`config.mk`:
```
export PLATFORM = sky130hd
export DESIGN_NAME = spi_sclk_engine
export DESIGN_NICKNAME = d
export VERILOG_FILES = /design/src/rtl/spi_pkg.sv /design/src/rtl/spi_half_period_counter.sv /design/src/rtl/spi_sclk_engine.sv
export SDC_FILE = /design/constraint.sdc
export NUM_CORES = 1
export LEC_CHECK = 0
export ABC_AREA = 0
export CORE_MARGIN = 4
export CORE_UTILIZATION = 60
export CTS_BUF_LIST = sky130_fd_sc_hd__clkbuf_8
export DETAILED_ROUTE_END_ITERATION = 8
export PLACE_DENSITY = 0.84
export SYNTH_ARGS = -nofsm -noshare
export SYNTH_HDL_FRONTEND = slang
export SYNTH_SLANG_ARGS = --single-unit
```
`constraint.sdc`:
```
create_clock -name sys_clock -period 6.23 [get_ports sys_clock]
set_input_delay 1.246 -clock sys_clock [delete_from_list [all_inputs] [get_ports sys_clock]]
set_output_delay 1.246 -clock sys_clock [all_outputs]
set_load 0.03 [all_outputs]
```
`src/rtl/spi_pkg.sv`:
```
// Shared SPI definitions: SPI mode encodings, the engine state type and the
// positions of the CPOL/CPHA bits inside a mode.
package spi_pkg;

  typedef enum logic [1:0] {
    ST_IDLE  = 2'd0,
    ST_SETUP = 2'd1,
    ST_RUN   = 2'd2,
    ST_HOLD  = 2'd3
  } spi_state_e;

  localparam int CPOL_BIT = 1;
  localparam int CPHA_BIT = 0;

  localparam logic [1:0] MODE0 = 2'b00;
  localparam logic [1:0] MODE1 = 2'b01;
  localparam logic [1:0] MODE2 = 2'b10;
  localparam logic [1:0] MODE3 = 2'b11;

  function automatic logic mode_cpol(input logic [1:0] mode);
    return mode[CPOL_BIT];
  endfunction

  function automatic logic mode_cpha(input logic [1:0] mode);
    return mode[CPHA_BIT];
  endfunction

endpackage

```
`src/rtl/spi_half_period_counter.sv`:
```
// Down-counter that measures one SCLK half period; tc_o flags the last
// sys_clock cycle of the loaded interval.
module spi_half_period_counter #(
  parameter int DIV_W = 8
) (
  input  logic             clk_i,
  input  logic             rst_ni,
  input  logic             clr_i,
  input  logic             load_i,
  input  logic             en_i,
  input  logic [DIV_W-1:0] load_val_i,
  output logic             tc_o
);

  logic [DIV_W-1:0] cnt_q;
  logic [DIV_W-1:0] cnt_d;

  // Next count: clear wins over load, load wins over counting down.
  always_comb begin
    cnt_d = cnt_q;
    if (clr_i) begin
      cnt_d = '0;
    end else if (load_i) begin
      cnt_d = load_val_i;
    end else if (en_i && (cnt_q != '0)) begin
      cnt_d = cnt_q - DIV_W'(1);
    end else begin
      cnt_d = cnt_q;
    end
  end

  // Count register.
  always_ff @(posedge clk_i or negedge rst_ni) begin
    if (!rst_ni) begin
      cnt_q <= '0;
    end else begin
      cnt_q <= cnt_d;
    end
  end

  assign tc_o = en_i && (cnt_q == '0);

endmodule

```
`src/rtl/spi_sclk_engine.sv`:
```
// SPI master clock engine: generates SCLK for one frame of N bits together
// with sample/shift strobes, bit index and done/aborted completion pulses.
module spi_sclk_engine
  import spi_pkg::*;
#(
  parameter int DIV_W    = 8,
  parameter int MAX_BITS = 32,
  parameter int BIT_W    = $clog2(MAX_BITS + 1)
) (
  input  logic             sys_clock,
  input  logic             reset_n,
  input  logic             start,
  input  logic             abort,
  input  logic [DIV_W-1:0] clock_div,
  input  logic [1:0]       clock_mode,
  input  logic [BIT_W-1:0] frame_bits,
  output logic             sclk,
  output logic             busy,
  output logic             sample_strobe,
  output logic             shift_strobe,
  output logic [BIT_W-1:0] bit_index,
  output logic             done,
  output logic             aborted
);

  localparam int EW = BIT_W + 1;
  localparam logic [BIT_W-1:0] MAX_BITS_W = BIT_W'(MAX_BITS);

  spi_state_e       state_q;
  logic [1:0]       mode_q;
  logic [BIT_W-1:0] nbits_q;
  logic [DIV_W-1:0] half_q;
  logic [EW-1:0]    edge_cnt_q;
  logic [BIT_W-1:0] bit_idx_q;
  logic             sclk_q;
  logic             busy_q;
  logic             sample_q;
  logic             shift_q;
  logic             done_q;
  logic             aborted_q;

  logic             start_ok_s;
  logic             in_frame_s;
  logic             abort_s;
  logic             tc_s;
  logic             edge_s;
  logic             last_edge_s;
  logic             odd_edge_s;
  logic [EW-1:0]    edge_next_s;
  logic [DIV_W-1:0] half_live_s;
  logic             cnt_load_s;
  logic [DIV_W-1:0] cnt_val_s;

  // Decode of frame acceptance, edge timing and counter reload.
  always_comb begin
    half_live_s = (clock_div == '0) ? DIV_W'(1) : clock_div;
    in_frame_s  = (state_q != ST_IDLE);
    abort_s     = abort && in_frame_s;
    start_ok_s  = (state_q == ST_IDLE) && start &&
                  (frame_bits != '0) && (frame_bits <= MAX_BITS_W);
    edge_next_s = edge_cnt_q + EW'(1);
    last_edge_s = (edge_next_s == {nbits_q, 1'b0});
    odd_edge_s  = edge_next_s[0];
    edge_s      = tc_s && !abort &&
                  ((state_q == ST_SETUP) || (state_q == ST_RUN));
    cnt_load_s  = start_ok_s || edge_s;
    // HOLD lasts one cycle longer than a half period before done is issued.
    if (start_ok_s) begin
      cnt_val_s = half_live_s - DIV_W'(1);
    end else if (last_edge_s) begin
      cnt_val_s = half_q;
    end else begin
      cnt_val_s = half_q - DIV_W'(1);
    end
  end

  spi_half_period_counter #(
    .DIV_W (DIV_W)
  ) u_half_cnt (
    .clk_i      (sys_clock),
    .rst_ni     (reset_n),
    .clr_i      (abort_s),
    .load_i     (cnt_load_s),
    .en_i       (in_frame_s),
    .load_val_i (cnt_val_s),
    .tc_o       (tc_s)
  );

  // Frame state machine with all outputs registered.
  always_ff @(posedge sys_clock or negedge reset_n) begin
    if (!reset_n) begin
      state_q    <= ST_IDLE;
      mode_q     <= '0;
      nbits_q    <= '0;
      half_q     <= '0;
      edge_cnt_q <= '0;
      bit_idx_q  <= '0;
      sclk_q     <= 1'b0;
      busy_q     <= 1'b0;
      sample_q   <= 1'b0;
      shift_q    <= 1'b0;
      done_q     <= 1'b0;
      aborted_q  <= 1'b0;
    end else begin
      sample_q  <= 1'b0;
      shift_q   <= 1'b0;
      done_q    <= 1'b0;
      aborted_q <= 1'b0;
      if (abort_s) begin
        state_q    <= ST_IDLE;
        sclk_q     <= mode_cpol(mode_q);
        busy_q     <= 1'b0;
        aborted_q  <= 1'b1;
        edge_cnt_q <= '0;
        bit_idx_q  <= '0;
      end else begin
        case (state_q)
          ST_IDLE: begin
            sclk_q     <= mode_cpol(clock_mode);
            edge_cnt_q <= '0;
            bit_idx_q  <= '0;
            if (start_ok_s) begin
              mode_q  <= clock_mode;
              nbits_q <= frame_bits;
              half_q  <= half_live_s;
              busy_q  <= 1'b1;
              state_q <= ST_SETUP;
            end
          end
          ST_SETUP, ST_RUN: begin
            if (edge_s) begin
              sclk_q     <= ~sclk_q;
              edge_cnt_q <= edge_next_s;
              state_q    <= last_edge_s ? ST_HOLD : ST_RUN;
              if (odd_edge_s) begin
                sample_q <= !mode_cpha(mode_q);
                shift_q  <= mode_cpha(mode_q);
              end else begin
                sample_q <= mode_cpha(mode_q);
                shift_q  <= !mode_cpha(mode_q) && !last_edge_s;
                if (!last_edge_s) begin
                  bit_idx_q <= bit_idx_q + BIT_W'(1);
                end
              end
            end
          end
          ST_HOLD: begin
            if (tc_s) begin
              state_q    <= ST_IDLE;
              busy_q     <= 1'b0;
              done_q     <= 1'b1;
              edge_cnt_q <= '0;
              bit_idx_q  <= '0;
            end
          end
          default: begin
            state_q <= ST_IDLE;
            busy_q  <= 1'b0;
          end
        endcase
      end
    end
  end

  assign sclk          = sclk_q;
  assign busy          = busy_q;
  assign sample_strobe = sample_q;
  assign shift_strobe  = shift_q;
  assign bit_index     = bit_idx_q;
  assign done          = done_q;
  assign aborted       = aborted_q;

endmodule

```
==> run summary <==
critical path fanouts, max -> 16
status -> finished clean
leading cell type in the layout, fill and taps excluded -> nand2_1
n_diodes -> 0
Worst setup SP type -> input port
Clock power frac -> 15.5%
Cells on Worst Hold Path -> 2
Port Buffer Count -> 31
Synth warnings -> 0
total CTS buffers -> 5
post-CTS setup buffer count -> 0
drc violations -> 0
area delta synth->final -> 14.3%
skew final -> 0.00822 ns
post-detailed-route wirelength per cell -> 16.4 microns
total power -> 1.22 mW
hold-fix buffer count after cts -> 0
Worst Path Required -> 6.45 ns
Post-Syn Instances -> 334
DR pass1 iterations -> 4
reg2reg end -> u_half_cnt.cnt_q[6]
Initial Utilization -> 64.1%
CTS root buffer -> clkbuf_8
H-tree depth -> 2
RSZ-0062 raised after global routing -> false
hold path start -> mode_q[1]
Syn Area/Cell -> 8.64 sq um
vias -> 2560
layout filler cell count -> 365
# IOs -> 32
TritonCTS clock tree -> yes
setup TNS -> 0 ns
Tcrit/Tclk final -> 60.0%
post-synthesis cell type count -> 56
FF-to-FF Start -> state_q[1]
Main synth FF type -> dfrtp_1
Fmax -> 268 MHz
commonest non-fill, non-tap cells in the layout -> nand2_1 (59), dfrtp_1 (45), clkdlybuf4s50_1 (30), a21oi_1 (24), nor2_1 (20)
synthesized cell area -> 2890 sq um
syn nets -> 362
max-cap viol count -> 0
NetSw -> 533 uW
die area -> 5980 sq um
CTS clk-pin slew, worst paths -> 0.09 ns
crit end category -> flip-flop
Core Footprint -> 4500 sq um
fin area -> 3300 sq um
grt ovf -> 0
fin util -> 73.3%
via/cell ratio -> 6.18
Post-synth ARST share -> 100%
CTS resizes -> 0
pwr dens -> 369 nW/um^2
Final setup viols -> 0
Tot GR Track Use -> 23.9%
Pleak -> 1.42 nW
vias in the first global route -> 2415
wirelength, routed -> 6.77 mm
Hold EP -> mode_q[1]
Core Rows -> 24
ANT nets after route -> 0
cell area after placement -> 3210 sq um
sequential area share after synthesis -> 39.0%
Worst VDD drop -> 0.201 mV
CTS Buffer Depth -> 2
FF-to-FF path depth -> 8
internal reg-to-reg setup slack -> 3.42 ns
worst slew pin tran -> 0.997 ns
WS Path Type -> input port to flip-flop
Seq cells post-synth -> 45
1st-iter DRT viols -> 252
Period minus WS final -> 3.74 ns
hold crit path type -> flip-flop to flip-flop
number of enable flip-flop cells after synthesis -> 0
die height -> 77.4 microns
first-pass GRT wire length -> 11.6 mm
final hold viol count -> 0
Post-DP HPWL -> 4.98 mm
layout cell share with drive strength beyond 1 -> 7.18%
arrival time at the worst endpoint -> 3.95 ns
gpl congestion -> 0.899
largest net degree at the start of global routing -> 46
switching share of power -> 43.8%
Die Wd -> 77.4 microns
Relative slew margins -> 33.5%
Int Pwr -> 684 uW
initial antenna violation count -> 0
combinational power share -> 46.2%
Reg power frac -> 38.2%
final slew viol count -> 0
clk sinks -> 45
nets -> 389
worst skew pair latency -> 0.31 ns
Hold Slack -> 0.483 ns
==> state kept, by name, summed over array words and instances, names as in the netlist <==
register,flops
shift_strobe,1
aborted,1
done,1
bit_index,6
sclk,1
u_half_cnt.cnt_q,8
busy,1
half_q,8
sample_strobe,1
state_q,2
nbits_q,6
mode_q,2
edge_cnt_q,7
==> metrics by stage <==
step                std cells  setup slack (ns)
floorplan                 334              3.13
global placement          406              2.23
detailed placement        406              2.16
CTS                       414              2.49
global route              414              2.28
finish                    414              2.49
==> cells in the mapped netlist (all sizes together) (3+ instances only) <==
| cell | instances | area share, % |
|---|---|---|
| buf | 5 | 1.1 |
| xnor2 | 18 | 5.7 |
| nand3 | 12 | 2.3 |
| a21oi | 26 | 4.8 |
| nand2 | 59 | 7.7 |
| a211oi | 4 | 1.0 |
| mux2i | 5 | 1.7 |
| o31ai | 7 | 2.0 |
| and3 | 5 | 1.1 |
| o21ai | 26 | 4.5 |
| and2 | 3 | 0.65 |
| inv | 18 | 2.3 |
| nor2 | 22 | 3.0 |
| xor2 | 4 | 1.2 |
| a31oi | 3 | 0.65 |
| clkbuf | 7 | 0.91 |
| a32oi | 3 | 0.91 |
| or3 | 6 | 1.5 |
| nor3b | 3 | 0.78 |
| or4 | 5 | 1.3 |
| nor3 | 8 | 1.4 |
| ha | 8 | 3.5 |
| a22o | 3 | 0.91 |
| dfrtp | 45 | 39 |
| a21o | 3 | 0.78 |
==> worst max-delay path: stages <==
cell             delay, ns
clkdlybuf4s50_1       0.42
or4_1                 0.55
nor2_2                0.22
mux2i_2               0.66
buf_4                 0.31
nor2_2                0.09
a22o_1                0.22
o31ai_1               0.23
==> power groups by stage <==
stage | registers (mW) | clock network, mW | logic (mW)
finish | 0.465 | 0.189 | 0.562
floorplan | 0.462 | 0 | 0.413
global route | 0.479 | 0.207 | 0.624
global placement | 0.466 | 0 | 0.541
CTS | 0.463 | 0.191 | 0.561
detailed placement | 0.469 | 0 | 0.557
==> cell families (layout without fill, tap and decap cells) <==
| group | after synthesis | after routing | synth area share (%) |
|---|---|---|---|
| muxes | 6 | 6 | 2.12 |
| buffers and inverters | 30 | 58 | 4.38 |
| adders and majority gates | 8 | 8 | 3.47 |
| AOI/OAI and AO/OA | 89 | 89 | 20.3 |
| and+or+nand+nor | 133 | 133 | 23.0 |
| DFF | 45 | 45 | 39.0 |
| xor gates and xnor gates | 23 | 23 | 7.72 |
==> worst max-delay path by stage <==
stage / startpoint / end / cells after the start
after floorplan: frame_bits[0] / state_q[0] / 6
after global placement: frame_bits[0] / u_half_cnt.cnt_q[7] / 8
after detailed placement: frame_bits[0] / u_half_cnt.cnt_q[6] / 8
after CTS: frame_bits[0] / u_half_cnt.cnt_q[6] / 8
after global routing: frame_bits[0] / u_half_cnt.cnt_q[7] / 8
final: frame_bits[0] / u_half_cnt.cnt_q[6] / 8
==> per-layer routing <==
layer	vias up	GRT usage [%]	share of wire, %
li1	1242	-	-
met5	-	0	0
met1	1231	32.4	45
met3	5	4.51	5.9
met4	0	4.80	0.75
met2	82	40.3	48
==> final cells by class <==
cell class | count | area [sq um] | area share [%]
clock inverters | 3 | 21.3 | 0.645
multi-input cells | 259 | 1640 | 49.6
inverters | 18 | 67.6 | 2.05
well taps | 52 | 65.1 | 1.97
flip-flops and latches | 45 | 1130 | 34.1
repair buffers | 32 | 313 | 9.48
clock buffers | 5 | 68.8 | 2.09
Power figures use the tool's default switching activity.
